`config.mk`:
```
export PLATFORM = sky130hd
export DESIGN_NAME = euler_mac_sequencer_flat
export DESIGN_NICKNAME = d
export VERILOG_FILES = /design/src/rtl/euler_pkg.sv /design/src/rtl/euler_mac_sequencer_if.sv /design/src/rtl/mac_index_counter.sv /design/src/rtl/euler_mac_sequencer.sv /design/src/flat_wrapper.sv
export SDC_FILE = /design/constraint.sdc
export NUM_CORES = 1
export LEC_CHECK = 0
export BUFFER_PORTS_ARGS = -buffer_cell sky130_fd_sc_hd__buf_2
export CAP_MARGIN = 20
export CORE_ASPECT_RATIO = 1.1
export CORE_UTILIZATION = 49
export DETAILED_ROUTE_END_ITERATION = 8
export MAX_ROUTING_LAYER = met4
export PLACE_DENSITY = 0.73
export SYNTH_ARGS = -nofsm -noshare
export SYNTH_HDL_FRONTEND = slang
export SYNTH_HIERARCHICAL = 1
export SYNTH_SLANG_ARGS = --single-unit
export TNS_END_PERCENT = 1
```
`constraint.sdc`:
```
create_clock -name clk -period 2 [get_ports clk]
set_input_delay 0.3 -clock clk [delete_from_list [all_inputs] [get_ports clk]]
set_output_delay 0.3 -clock clk [all_outputs]
set_load 0.05 [all_outputs]
```
`src/rtl/euler_pkg.sv`:
```
// Shared constants, FSM state encoding and n_dim range check for the MAC sequencer.
// Latency: n/a (declarations only).
// Backpressure: n/a.
package euler_pkg;

  localparam int MaxDim        = 8;
  localparam int IdxW          = 3;
  localparam int DimW          = 4;
  localparam int TimeoutCycDef = 64;

  typedef enum logic [2:0] {
    S_IDLE,
    S_ROW_CLR,
    S_ISSUE,
    S_WAIT_MUL,
    S_ACC,
    S_ROW_DONE,
    S_FINISH
  } seq_state_t;

  // A product request is only accepted for 1 <= n <= MaxDim.
  function automatic logic dim_ok(input logic [DimW-1:0] n);
    return (n != '0) && (n <= DimW'(MaxDim));
  endfunction

endpackage

```
`src/rtl/euler_mac_sequencer_if.sv`:
```
// Control and datapath-strobe bundle between the Euler step controller, the sequencer and the MAC datapath.
// Latency: n/a (wires only).
// Backpressure: none; mul_done is the only return handshake from the datapath.
interface euler_mac_sequencer_if;
  import euler_pkg::*;

  logic            start;
  logic            abort;
  logic [DimW-1:0] n_dim;
  logic            mul_done;
  logic            busy;
  logic            done;
  logic            err;
  logic            mul_start;
  logic            acc_clr;
  logic            acc_en;
  logic [IdxW-1:0] op_row;
  logic [IdxW-1:0] op_col;
  logic            row_valid;

  // Sequencer side.
  modport master (
    input  start, abort, n_dim, mul_done,
    output busy, done, err, mul_start, acc_clr, acc_en, op_row, op_col, row_valid
  );

  // Controller/datapath side.
  modport slave (
    output start, abort, n_dim, mul_done,
    input  busy, done, err, mul_start, acc_clr, acc_en, op_row, op_col, row_valid
  );

endinterface

```
`src/rtl/mac_index_counter.sv`:
```
// Nested row/column operand index counter with last-row/last-column flags.
// Latency: indices update one cycle after clr/col_clr/col_inc/row_inc.
// Backpressure: none; the sequencer FSM decides when to step.
module mac_index_counter
  import euler_pkg::*;
(
  input  logic            clk,
  input  logic            rst_sync,
  input  logic            clr,
  input  logic            col_clr,
  input  logic            col_inc,
  input  logic            row_inc,
  input  logic [DimW-1:0] n_lat,
  output logic [IdxW-1:0] row,
  output logic [IdxW-1:0] col,
  output logic            last_col,
  output logic            last_row
);

  // n_lat is at least 1 whenever the flags are consulted, so n_lat-1 never wraps in use.
  assign last_col = (DimW'(col) == (n_lat - DimW'(1)));
  assign last_row = (DimW'(row) == (n_lat - DimW'(1)));

  // Full clear on a new product; column clears per row; increments never pass n-1.
  always_ff @(posedge clk) begin
    if (!rst_sync) begin
      row <= '0;
      col <= '0;
    end else if (clr) begin
      row <= '0;
      col <= '0;
    end else begin
      if (col_clr)      col <= '0;
      else if (col_inc) col <= col + IdxW'(1);
      if (row_inc)      row <= row + IdxW'(1);
    end
  end

endmodule

```
`src/rtl/euler_mac_sequencer.sv`:
```
// Sequences multiplier -> mul/acc buffer -> accumulator to compute y = A*x, one multiply and one accumulate per element.
// Latency: n*(2 + n*(L+2)) + 1 cycles from first busy cycle through done, L = mul_start-to-mul_done delay.
// Backpressure: waits in WAIT_MUL for mul_done, bounded by TimeoutCyc; start while busy is ignored.
module euler_mac_sequencer
  import euler_pkg::*;
#(
  parameter int TimeoutCyc = TimeoutCycDef
) (
  input logic                   clk,
  input logic                   rst_sync,
  euler_mac_sequencer_if.master bus
);

  localparam int TmoW = (TimeoutCyc > 1) ? $clog2(TimeoutCyc) : 1;

  seq_state_t      state;
  logic [DimW-1:0] n_lat;
  logic [TmoW-1:0] tmo_cnt;
  logic            busy_q, done_q, err_q;
  logic            mul_start_q, acc_clr_q, acc_en_q, row_valid_q;
  logic            start_ok, col_clr, col_inc, row_inc;
  logic            last_col, last_row;
  logic [IdxW-1:0] row_idx, col_idx;

  assign start_ok = (state == S_IDLE) && bus.start && dim_ok(bus.n_dim);
  assign col_clr  = (state == S_ROW_CLR)  && !bus.abort;
  assign col_inc  = (state == S_ACC)      && !last_col && !bus.abort;
  assign row_inc  = (state == S_ROW_DONE) && !last_row && !bus.abort;

  mac_index_counter u_idx (
    .clk      (clk),
    .rst_sync (rst_sync),
    .clr      (start_ok),
    .col_clr  (col_clr),
    .col_inc  (col_inc),
    .row_inc  (row_inc),
    .n_lat    (n_lat),
    .row      (row_idx),
    .col      (col_idx),
    .last_col (last_col),
    .last_row (last_row)
  );

  // Control FSM; every strobe is registered so it is high exactly while in its state.
  always_ff @(posedge clk) begin
    if (!rst_sync) begin
      state       <= S_IDLE;
      n_lat       <= '0;
      tmo_cnt     <= '0;
      busy_q      <= 1'b0;
      done_q      <= 1'b0;
      err_q       <= 1'b0;
      mul_start_q <= 1'b0;
      acc_clr_q   <= 1'b0;
      acc_en_q    <= 1'b0;
      row_valid_q <= 1'b0;
    end else begin
      done_q      <= 1'b0;
      mul_start_q <= 1'b0;
      acc_clr_q   <= 1'b0;
      acc_en_q    <= 1'b0;
      row_valid_q <= 1'b0;
      if (state != S_IDLE && bus.abort) begin
        state  <= S_IDLE;
        busy_q <= 1'b0;
      end else begin
        case (state)
          S_IDLE: begin
            if (bus.start) begin
              if (dim_ok(bus.n_dim)) begin
                n_lat     <= bus.n_dim;
                err_q     <= 1'b0;
                busy_q    <= 1'b1;
                acc_clr_q <= 1'b1;
                state     <= S_ROW_CLR;
              end else begin
                // Rejected request still completes the handshake with done, flagged by err.
                err_q  <= 1'b1;
                done_q <= 1'b1;
              end
            end
          end
          S_ROW_CLR: begin
            mul_start_q <= 1'b1;
            state       <= S_ISSUE;
          end
          S_ISSUE: begin
            tmo_cnt <= '0;
            state   <= S_WAIT_MUL;
          end
          S_WAIT_MUL: begin
            if (bus.mul_done) begin
              // ACC lands one cycle later so the negedge buffer has already captured the product.
              acc_en_q <= 1'b1;
              state    <= S_ACC;
            end else if (tmo_cnt == TmoW'(TimeoutCyc - 1)) begin
              err_q  <= 1'b1;
              busy_q <= 1'b0;
              state  <= S_IDLE;
            end else begin
              tmo_cnt <= tmo_cnt + TmoW'(1);
            end
          end
          S_ACC: begin
            if (!last_col) begin
              mul_start_q <= 1'b1;
              state       <= S_ISSUE;
            end else begin
              row_valid_q <= 1'b1;
              state       <= S_ROW_DONE;
            end
          end
          S_ROW_DONE: begin
            if (!last_row) begin
              acc_clr_q <= 1'b1;
              state     <= S_ROW_CLR;
            end else begin
              done_q <= 1'b1;
              state  <= S_FINISH;
            end
          end
          S_FINISH: begin
            busy_q <= 1'b0;
            state  <= S_IDLE;
          end
          default: begin
            busy_q <= 1'b0;
            state  <= S_IDLE;
          end
        endcase
      end
    end
  end

  assign bus.busy      = busy_q;
  assign bus.done      = done_q;
  assign bus.err       = err_q;
  assign bus.mul_start = mul_start_q;
  assign bus.acc_clr   = acc_clr_q;
  assign bus.acc_en    = acc_en_q;
  assign bus.row_valid = row_valid_q;
  assign bus.op_row    = row_idx;
  assign bus.op_col    = col_idx;

endmodule

```
`src/flat_wrapper.sv`:
```
// flat-port wrapper written by rule: the top's interface ports become plain ports
module euler_mac_sequencer_flat import euler_pkg::*;
#(
  parameter int TimeoutCyc = TimeoutCycDef
)
  (clk, rst_sync, bus_start, bus_abort, bus_n_dim, bus_mul_done, bus_busy, bus_done, bus_err, bus_mul_start, bus_acc_clr, bus_acc_en, bus_op_row, bus_op_col, bus_row_valid);
  euler_mac_sequencer_if bus_i ();
  input logic clk;
  input logic rst_sync;
  input wire logic [$bits(bus_i.start)-1:0] bus_start;
  input wire logic [$bits(bus_i.abort)-1:0] bus_abort;
  input wire logic [$bits(bus_i.n_dim)-1:0] bus_n_dim;
  input wire logic [$bits(bus_i.mul_done)-1:0] bus_mul_done;
  output wire logic [$bits(bus_i.busy)-1:0] bus_busy;
  output wire logic [$bits(bus_i.done)-1:0] bus_done;
  output wire logic [$bits(bus_i.err)-1:0] bus_err;
  output wire logic [$bits(bus_i.mul_start)-1:0] bus_mul_start;
  output wire logic [$bits(bus_i.acc_clr)-1:0] bus_acc_clr;
  output wire logic [$bits(bus_i.acc_en)-1:0] bus_acc_en;
  output wire logic [$bits(bus_i.op_row)-1:0] bus_op_row;
  output wire logic [$bits(bus_i.op_col)-1:0] bus_op_col;
  output wire logic [$bits(bus_i.row_valid)-1:0] bus_row_valid;
  assign bus_i.start = bus_start;
  assign bus_i.abort = bus_abort;
  assign bus_i.n_dim = bus_n_dim;
  assign bus_i.mul_done = bus_mul_done;
  assign bus_busy = bus_i.busy;
  assign bus_done = bus_i.done;
  assign bus_err = bus_i.err;
  assign bus_mul_start = bus_i.mul_start;
  assign bus_acc_clr = bus_i.acc_clr;
  assign bus_acc_en = bus_i.acc_en;
  assign bus_op_row = bus_i.op_row;
  assign bus_op_col = bus_i.op_col;
  assign bus_row_valid = bus_i.row_valid;
  euler_mac_sequencer #(.TimeoutCyc(TimeoutCyc)) u_core (.clk(clk), .rst_sync(rst_sync), .bus(bus_i));
endmodule
```
Yosys cells after proc, flatten, opt, wreduce, memory -nomap -nowiden

Index checks and enable logic that the tools add are counted.
W data, S select, Z words.

Bits in registers: 26
Input port bits: 9
Output and inout port bits: 13
Logic and storage cells: 95

$add $sub $neg: 4
Order comparisons: 1
Equality and inequality tests: 14
Muxes and demuxes: 31
Bitwise operators: 5
Reduce and logical (&&, ||, !) cells: 28

Operator list:

| kind                  | number |
|---|---|
| $mux W3               | 6 |
| $pmux W3 S6           | 1 |
| $mux W1               | 16 |
| $mux W6               | 2 |
| $pmux W6 S2           | 1 |
| $reduce_and A5 Y1     | 2 |
| $logic_and A1 B1 Y1   | 9 |
| $reduce_or A3 Y1      | 3 |
| $eq A3 B4 Y1          | 2 |
| $ne A2 B2 Y1 const B  | 4 |
| $pmux W1 S2           | 4 |
| $reduce_and A4 Y1     | 2 |
| $add A3 B1 Y3 const B | 2 |
| $add A6 B1 Y6 const B | 1 |
| $eq A3 B2 Y1 const B  | 2 |
| $eq A3 B3 Y1 const B  | 2 |
| $eq A6 B6 Y1 const B  | 1 |
| $not A1 Y1            | 5 |
| $le A4 B4 Y1 const B  | 1 |
| $reduce_bool A2 Y1    | 2 |
| $reduce_bool A4 Y1    | 1 |
| $reduce_or A2 Y1      | 2 |
| $reduce_or A4 Y1      | 1 |
| $sub A4 B1 Y4 const B | 1 |
| 8 further kinds       | 10 |

Logic depth before layout (Yosys ltp)

Gate-level depths: netlist (run 1).

Depth in word-level cells: 5
Depth in mapped cells: 10
Mapped depth without buffers: 10

Modules after synthesis

The synthesis (run 1) kept the hierarchy.

By module, submodules not included:

| module              | times used | cells an instance | area an instance (sq um) | seq. area each (sq um) |
|---|---|---|---|---|
| euler_mac_sequencer | 1          | 124               | 1,003.5                  | 400.4 |
| mac_index_counter   | 1          | 37                | 355.3                    | 120.1 |

Least setup slack after synthesis (run 1)

No wires, ideal clock.

Path type: reg2reg
Start: reg u_core.n_lat[0]
End: reg u_core.u_idx.col[2]
Setup time: 131 ps
Arrival time: 1,815 ps
Required time: 1,869 ps
Path slack: 54 ps
Cell stages (with the launch flop): 11
Buffers on the path: 0
Period minus slack after synthesis: 1,946 ps
Path through: dfxtp_1 > inv_1 > ha_1 > xnor2_2 > xnor2_1 > nor4_1 > nor2_1 > and3_1 > nand2_1 > xor2_1 > nor3_1

Word-level cells in the longest chain between the ends: 5

Ends and longest elaborated chain:

| item                              | line                      | text |
|---|---|---|
| from (decl)                       | euler_mac_sequencer.sv:17 | `logic [DimW-1:0] n_lat;` |
| from (signal assigned)            | euler_mac_sequencer.sv:71 | `n_lat <= bus.n_dim;` |
| $sub A4 B1 Y4                     | mac_index_counter.sv:21   | `assign last_col = (DimW'(col) == (n_lat - DimW'(1)));` |
| $eq A3 B4 Y1                      | mac_index_counter.sv:21   |  |
| net u_core.last_col               | euler_mac_sequencer.sv:22 | `logic last_col, last_row;` |
| $logic_not A1 Y1                  | euler_mac_sequencer.sv:27 | `assign col_inc = (state == S_ACC) && !last_col && !bus.abort;` |
| $logic_and A1 B1 Y1 (2 in series) | euler_mac_sequencer.sv:27 |  |
| net u_core.col_inc                | euler_mac_sequencer.sv:21 | `logic start_ok, col_clr, col_inc, row_inc;` |
| to (signal assigned)              | mac_index_counter.sv:34   | `else if (col_inc) col <= col + IdxW'(1);` |
| to (decl)                         | mac_index_counter.sv:15   | `output logic [IdxW-1:0] col,` |

The timed path passes the listed nets, and every way through them passes these cells.
A chain may end at the register's enable or synchronous reset.

Worst setup path after layout (run 1)

Start: reg u_core.n_lat[0]
End: reg u_core.u_idx.row[2]

Word-level cells in the longest chain between the ends: 5

Ends and longest elaborated chain:

| item                              | line                      | text |
|---|---|---|
| $sub A4 B1 Y4                     | mac_index_counter.sv:22   | `assign last_row = (DimW'(row) == (n_lat - DimW'(1)));` |
| $eq A3 B4 Y1                      | mac_index_counter.sv:22   |  |
| net u_core.last_row               | euler_mac_sequencer.sv:22 |  |
| $logic_not A1 Y1                  | euler_mac_sequencer.sv:28 | `assign row_inc = (state == S_ROW_DONE) && !last_row && !bus.abort;` |
| $logic_and A1 B1 Y1 (2 in series) | euler_mac_sequencer.sv:28 |  |
| net u_core.row_inc                | euler_mac_sequencer.sv:21 |  |
| to (signal assigned)              | mac_index_counter.sv:35   | `if (row_inc) row <= row + IdxW'(1);` |
| to (decl)                         | mac_index_counter.sv:14   | `output logic [IdxW-1:0] row,` |

The timed path passes the listed nets, and every way through them passes these cells.

==> results of run 1 <==
critical path, stage by stage (launching register included):
cell,delay (ns)
dfxtp_2,0.34
buf_4,0.15
nor3_2,0.22
xor2_1,0.32
nor4_2,0.12
nor2b_1,0.20
and3_4,0.24
nand2_1,0.07
xor2_1,0.14
nor2_1,0.05
how the worst max path moves through the flow:
stage | to | start | cells past startpoint | slack (ns)
floorplan | u_core/u_idx/col[2] | u_core/n_lat[0] | 10 | 0.05
global placement | u_core/u_idx/col[2] | u_core/n_lat[1] | 10 | 0.06
detailed placement | u_core/u_idx/row[2] | u_core/n_lat[1] | 10 | -0.05
CTS | u_core/u_idx/col[2] | u_core/n_lat[0] | 9 | 0.03
global route | u_core/u_idx/col[2] | u_core/n_lat[0] | 9 | -0.01
finish | u_core/u_idx/row[2] | u_core/n_lat[0] | 9 | 0.05
registers in the layout, indices dropped and copies added, names as in the netlist:
signal	count
u_core/bus.err	1
u_core/bus.row_valid	1
u_core/bus.acc_en	1
u_core/state	3
u_core/u_idx/col	3
u_core/n_lat	4
u_core/tmo_cnt	6
u_core/bus.mul_start	1
u_core/bus.acc_clr	1
u_core/u_idx/row	3
u_core/bus.done	1
u_core/bus.busy	1
per-layer routing:
metal  wire [um]  GRT usage [%]  up-vias  part of all wire, %
li1            -              -      630                    -
met3          51           2.40        6                  1.7
met2        1670           39.6       15                   56
met4          61           11.7        0                  2.0
met1        1220           23.5      602                   41
met5           0              -        -                    0
area by class of cell:
cell class	instances	area, um^2
Fill cell	232	950
Timing Repair Buffer	29	165
Tap cell	31	38.8
Sequential cell	26	523
Clock inverter	1	30.0
Clock buffer	3	22.5
Multi-Input combinational cell	122	816
Inverter	6	22.5
cell usage in the layout (no fill, tap or decap), types with 3 or more instances in the layout:
master	instances
buf_2	21
nand4_1	5
o211ai_1	3
inv_1	6
o21ai_0	8
nor2_1	11
nand2_1	18
a21oi_1	8
buf_4	8
xnor2_1	9
xor2_1	3
clkbuf_4	3
dfxtp_1	24
nand3_1	9
ha_1	4
nor3_1	5
per-stage QoR:
step,std cells,worst slack [ns],utilization [%]
6_report,218,0.0500,63.0
5_1_grt,218,-0.00960,63.0
4_1_cts,217,0.0326,61.7
2_1_floorplan,161,0.0541,-
3_3_place_gp,213,0.0619,59.4
3_5_place_dp,213,-0.0484,59.4
timing repair:
action                     4_1_cts  5_1_grt
setup buffers                    0        1
gates resized for setup          1        9
setup endpoints to repair        3        9
hold buffers                     0        0
pin swaps                        2        4
power by group through the flow:
stage	clock network (uW)	registers [uW]	logic, uW
6_report	353	540	171
5_1_grt	388	542	184
4_1_cts	366	540	163
3_5_place_dp	0	551	161
3_3_place_gp	0	550	157
2_1_floorplan	0	575	89.0
cells by family (layout without fill, tap and decap cells):
kind of cell / after synthesis / count (layout) / synth area share, %
adder cells (fa/ha/maj): 4 / 4 / 3.68
XOR/XNOR: 13 / 13 / 8.93
AO/OA/AOI/OAI: 36 / 36 / 18.2
AND/OR/NAND/NOR: 67 / 67 / 25.5
flip-flops: 26 / 26 / 38.3
buffers and inverters: 13 / 39 / 3.87
multiplexers: 2 / 2 / 1.47
==> summary.md, run 1 <==
| Metric | Value |
|---|---|
| Status | `completed` |
| Yosys reg bits | `26` |
| Nets | `between 200 and 250` |
| CTS sink count | `26` |
| Synth top area share | `38.3%` |
| CP required | `2.22 ns` |
| Reg2reg end | `u_core/u_idx/row[2]` |
| DR vias | `between 1k and 1.5k` |
| Startpoint types | `flip-flop` |
| Placed cell areas | `1530 um^2` |
| Vias in the first global route | `around 1.1k` |
| CTS max path bufs | `2` |
| DRT iter0 DRCs | `11` |
| Total CTS buffers | `3` |
| Final WL | `approximately 3000 um` |
| Clk Latency, worst-skew pair | `about 0.31 ns` |
| Hold-critical path depth | `3` |
| Internal | `approximately 800 uW` |
| Mapped Cells | `161` |
| Post-DRT Antenna Nets | `0` |
| Synth area leaders | `dfxtp_1, xnor2_1, nand2_1` |
| Synth unique cells | `40` |
| Synth Flop Type | `dfxtp_1` |
| Initial antenna violation count | `0` |
| Final HPWL DP | `around 2200 um` |
| Slew @ Worst Pin | `around 0.47 ns` |
| Skew final | `0.00339 ns` |
| Clock-pin slew on the worst setup and hold paths | `approximately 0.13 ns` |
| Slew margin rel. | `between 60% and 70%` |
| Worst R2R Path Depth | `9` |
| Top cells by count, synth | `dfxtp_1, nand2_1, nor2_1` |
| Die height | `~57 um` |
| Die area | `approximately 3000 um^2` |
| Sequential share of power | `roughly half` |
| Crit. End Element | `flip-flop` |
| Initial Util | `a little over half` |
| Placement Rows | `19` |
| Top-count cell post-synth | `dfxtp_1` |
| YS warnings | `6` |
| Synth Net Count | `between 150 and 200` |
| CTS tree | `yes` |
| Clock Tree Root | `clkbuf_4` |
| First-pass GRT wire length | `about 4800 um` |
| Area of the mapped netlist | `approximately 1400 um^2` |
| Hold WC Path Type | `in2reg` |
| Design Power | `1060 uW` |
| Setup TNS | `0 ns` |
| Hold Fails Final Rpt | `0` |
| Max-slew violation count | `0` |
| HP Start | `bus_n_dim[0]` |
| NetSw | `266 uW` |
| Die W | `around 52 um` |
| Max Clk Rate | `around 0.51 GHz` |
| Asr flop ratio synth | `0%` |
| Worst hold margin | `roughly 0.23 ns` |
| GPL Wtd Cong | `0.826` |
| R2r startpoint | `u_core/n_lat[0]` |
| Worst vdd ir | `between 500 and 600 uV` |
| Post-route design area | `about 1600 um^2` |
| Drt first pass iters | `4` |
| Antenna fix cells | `0` |
| Port-buffer cells | `21` |
| Hold EP | `u_core/n_lat[0]` |
| H-tree Lvls | `1` |
| Final Setup Violations | `0` |
| DRC Markers | `0` |
| Crit Path Max Fanout | `4` |
| Largest net degree at the start of global routing | `23` |
| Ports | `22` |
| Total global routing track utilization | `between 20 and 25%` |
| Core area | `roughly 2600 um^2` |
| Vias/cell | `5.75` |
| Comb pwr share | `around 16%` |
| Area leader, netlist | `dfxtp_1` |
| Leak | `0.000642 uW` |
| Final min period | `between 1.5 and 2 ns` |
| Area Growth Syn to Fin | `19.1%` |
| Reg2reg setup slack | `between 0.04 and 0.05 ns` |
| Sequential-to-total area share from yosys stat | `38.3%` |
| Clock power frac | `around a third` |
| WS Path Type | `reg2reg` |
| Fraction of layout cells with a size suffix above 1 | `26.7%` |
| Crit share post-route | `between 90% and 100%` |
| EDFF count, synth | `0` |
| Arr. time, crit path | `approximately 2.2 ns` |
| Avg Synthesized Cell Area | `about 8.4 um^2` |
| Congestion Overflow GR | `0` |
| Cell Pwr Density | `about 660 nW/um^2` |
| Max_cap viols | `0` |
| Avg WL per Cell | `around 14 um` |
| Switching share of power | `25.0%` |
Power figures use the tool's default switching activity.
==> run 2, diff against run 1 <==
--- a/config.mk
+++ b/config.mk
@@ -11,7 +11,7 @@
 export CORE_UTILIZATION = 49
 export DETAILED_ROUTE_END_ITERATION = 8
 export MAX_ROUTING_LAYER = met4
-export PLACE_DENSITY = 0.73
+export PLACE_DENSITY = 0.79
 export SYNTH_ARGS = -nofsm -noshare
 export SYNTH_HDL_FRONTEND = slang
 export SYNTH_HIERARCHICAL = 1
==> run 2 against run 1 <==
Final area rose by 2.5%. Global-route usage rose by 1.3 points. Combinational power rose by 14%. Sequential cell count did not move. Clock skew rose by 0.0075 ns. Register-to-register slack barely moved. Sequential power barely moved. Critical path depth rose by 1. Die area did not move. Utilization rose by 1.6 points. Via count rose by 2.5%. Routed wire length rose by 10%. Critical path type unchanged. Highest routed layer unchanged.
==> summary.md, run 2 (same netlist as run 1, synthesis figures left out) <==
| Metric | Value |
|---|---|
| Final core occ | `between 60% and 70%` |
| Worst path slowest cell | `dfxtp_2` |
| Congestion Overflow GR | `0` |
| Switching share of power | `a little over a quarter` |
| Avg WL per Cell | `~15 um` |
| Vias in the first global route | `1179` |
| H-tree Lvls | `1` |
| Slew margin rel. | `67.8%` |
| Crit. End Element | `flip-flop` |
| Post-CTS Hold Buffers | `0` |
| Internal | `813 uW` |
| Most Crowded Layer GR | `met2` |
| Die height | `around 57 um` |
| Comb pwr share | `~18%` |
| Total CTS buffers | `3` |
| Final min period | `approximately 2 ns` |
| Crit path largest cell delay | `between 0.3 and 0.4 ns` |
| Max-slew violation count | `0` |
| Ports | `22` |
| Clock-pin slew on the worst setup and hold paths | `~0.15 ns` |
| Worst vdd ir | `around 650 uV` |
| Area Growth Syn to Fin | `22.0%` |
| Crit share post-route | `a little over nine tenths` |
| NetSw | `roughly 290 uW` |
| Worst R2R Path Depth | `10` |
| Nets | `200` |
| Crit Path Max Fanout | `3` |
| Placement Rows | `19` |
| Top flop regs | `u_core/tmo_cnt x6, u_core/n_lat x4` |
| Most frequent cells in the layout | `dfxtp_1, buf_2, nand2_1, nor2_1` |
| Routing usage on met1 | `a little under a quarter` |
| Unrepaired setup endpoints after global routing | `yes` |
| Clock Tree Root | `clkbuf_4` |
| GPL Wtd Cong | `around 0.9` |
| Design Power | `about 1100 uW` |
| Port-buffer cells | `21` |
| Filler cells | `around 230` |
| DRT iter0 DRCs | `40` |
| Core area | `around 2600 um^2` |
| DR vias | `around 1.3k` |
| First-pass GRT wire length | `5030 um` |
| CTS sink count | `26` |
| CTS max path bufs | `2` |
| Grt met2 use | `between 40% and 50%` |
| Die W | `52.2 um` |
| DRC Markers | `0` |
| Final worst-path setup slack | `around 0.057 ns` |
| CTS tree | `yes` |
| Largest net degree at the start of global routing | `23` |
| CP Cell Sequence | `inv_1, ha_4, xnor2_4, xnor2_2, nor4_2, nor2_1, and3_4, nand2_1, xor2_1, nor3_1` |
| Final Setup Violations | `0` |
| Clk Latency, worst-skew pair | `approximately 0.33 ns` |
| Drt first pass iters | `4` |
| Arr. time, crit path | `roughly 2.2 ns` |
| Initial antenna violation count | `0` |
| Slew @ Worst Pin | `between 0.4 and 0.5 ns` |
| Total global routing track utilization | `23.5%` |
| Startpoint types | `flip-flop` |
| Worst hold margin | `0.230 ns` |
| Vias/cell | `about 5.9` |
| Max Clk Rate | `a little over 0.5 GHz` |
| Hold WC Path Type | `in2reg` |
| Most common cell after layout, fill and taps aside | `dfxtp_1` |
| WS Path Type | `reg2reg` |
| Clock power frac | `between 30% and 40%` |
| Final WL | `between 3000 and 4000 um` |
| Met3 GRT Util | `about 2.4%` |
| Die area | `around 3000 um^2` |
| Status | `completed` |
| Cell Pwr Density | `666 nW/um^2` |
| Largest Register | `u_core/tmo_cnt` |
| Hold Fails Final Rpt | `0` |
| Fraction of layout cells with a size suffix above 1 | `27.4%` |
| Leak | `around 0.00065 uW` |
| Initial Util | `roughly 53%` |
| Max_cap viols | `0` |
| Dpl ws | `-0.131 ns` |
| Hold-critical path depth | `3` |
| Post-DRT Antenna Nets | `0` |
| Post-route design area | `~1700 um^2` |
| Skew final | `between 0.01 and 0.015 ns` |
| CP required | `2.23 ns` |
| Max FFs per register | `6` |
| Antenna fix cells | `0` |
| Placed cell areas | `about 1500 um^2` |
| Sequential share of power | `slightly below 50%` |
| Final HPWL DP | `2300 um` |
[run 2: final timing paths]
path                         from             endpoint  slack (ns)
setup / recovery  u_core/n_lat[1]  u_core/u_idx/col[2]        0.06
hold / removal       bus_n_dim[0]      u_core/n_lat[0]        0.23
setup reg to reg  u_core/n_lat[1]  u_core/u_idx/col[2]        0.06
hold reg to reg   u_core/n_lat[3]      u_core/n_lat[3]        0.50
[run 2: through the flow]
step,TNS [ns],instances
2_1_floorplan,0,161
3_3_place_gp,0,211
3_5_place_dp,-0.476,211
4_1_cts,0,215
5_1_grt,-0.129,217
6_report,0,217
[run 2: power groups by stage]
stage                     sequential (uW)  combinational (uW)  clock, uW
after floorplan                       575                89.0          0
after global placement                552                 151          0
after detailed placement              553                 155          0
after CTS                             541                 160        367
after global routing                  545                 207        389
final                                 543                 195        365
[run 2: repair_timing]
item,CTS,global route
buffers inserted,0,2
endpoints found under the setup margin,8,8
resized for setup,3,13
pin swaps,2,7
cloned,0,0
[run 2: routing by layer]
metal / part of all wire (%) / routed length (um)
met1: 40 / 1330
met5: 0 / 0
met2: 54 / 1790
met3: 3.1 / 102
met4: 2.6 / 87
[run 2: worst max-delay path: cells and delay by family (launching register included)]
kind          cells  cell delay [ns]
xor+xnor          3             0.44
flops             1             0.37
simple gates      5             0.79
fa+ha+maj         1             0.18
buf+inv           1             0.07
[run 2: layout make-up]
cell class / instances / area (um^2) / area share, %
clock buffer: 3 / 22.5 / 1.36
tap: 31 / 38.8 / 2.34
inverter: 6 / 22.5 / 1.36
clock inverter: 1 / 30.0 / 1.81
sequential: 26 / 523 / 31.5
multi-input combinational: 122 / 863 / 52.1
timing repair buffer: 28 / 158 / 9.51
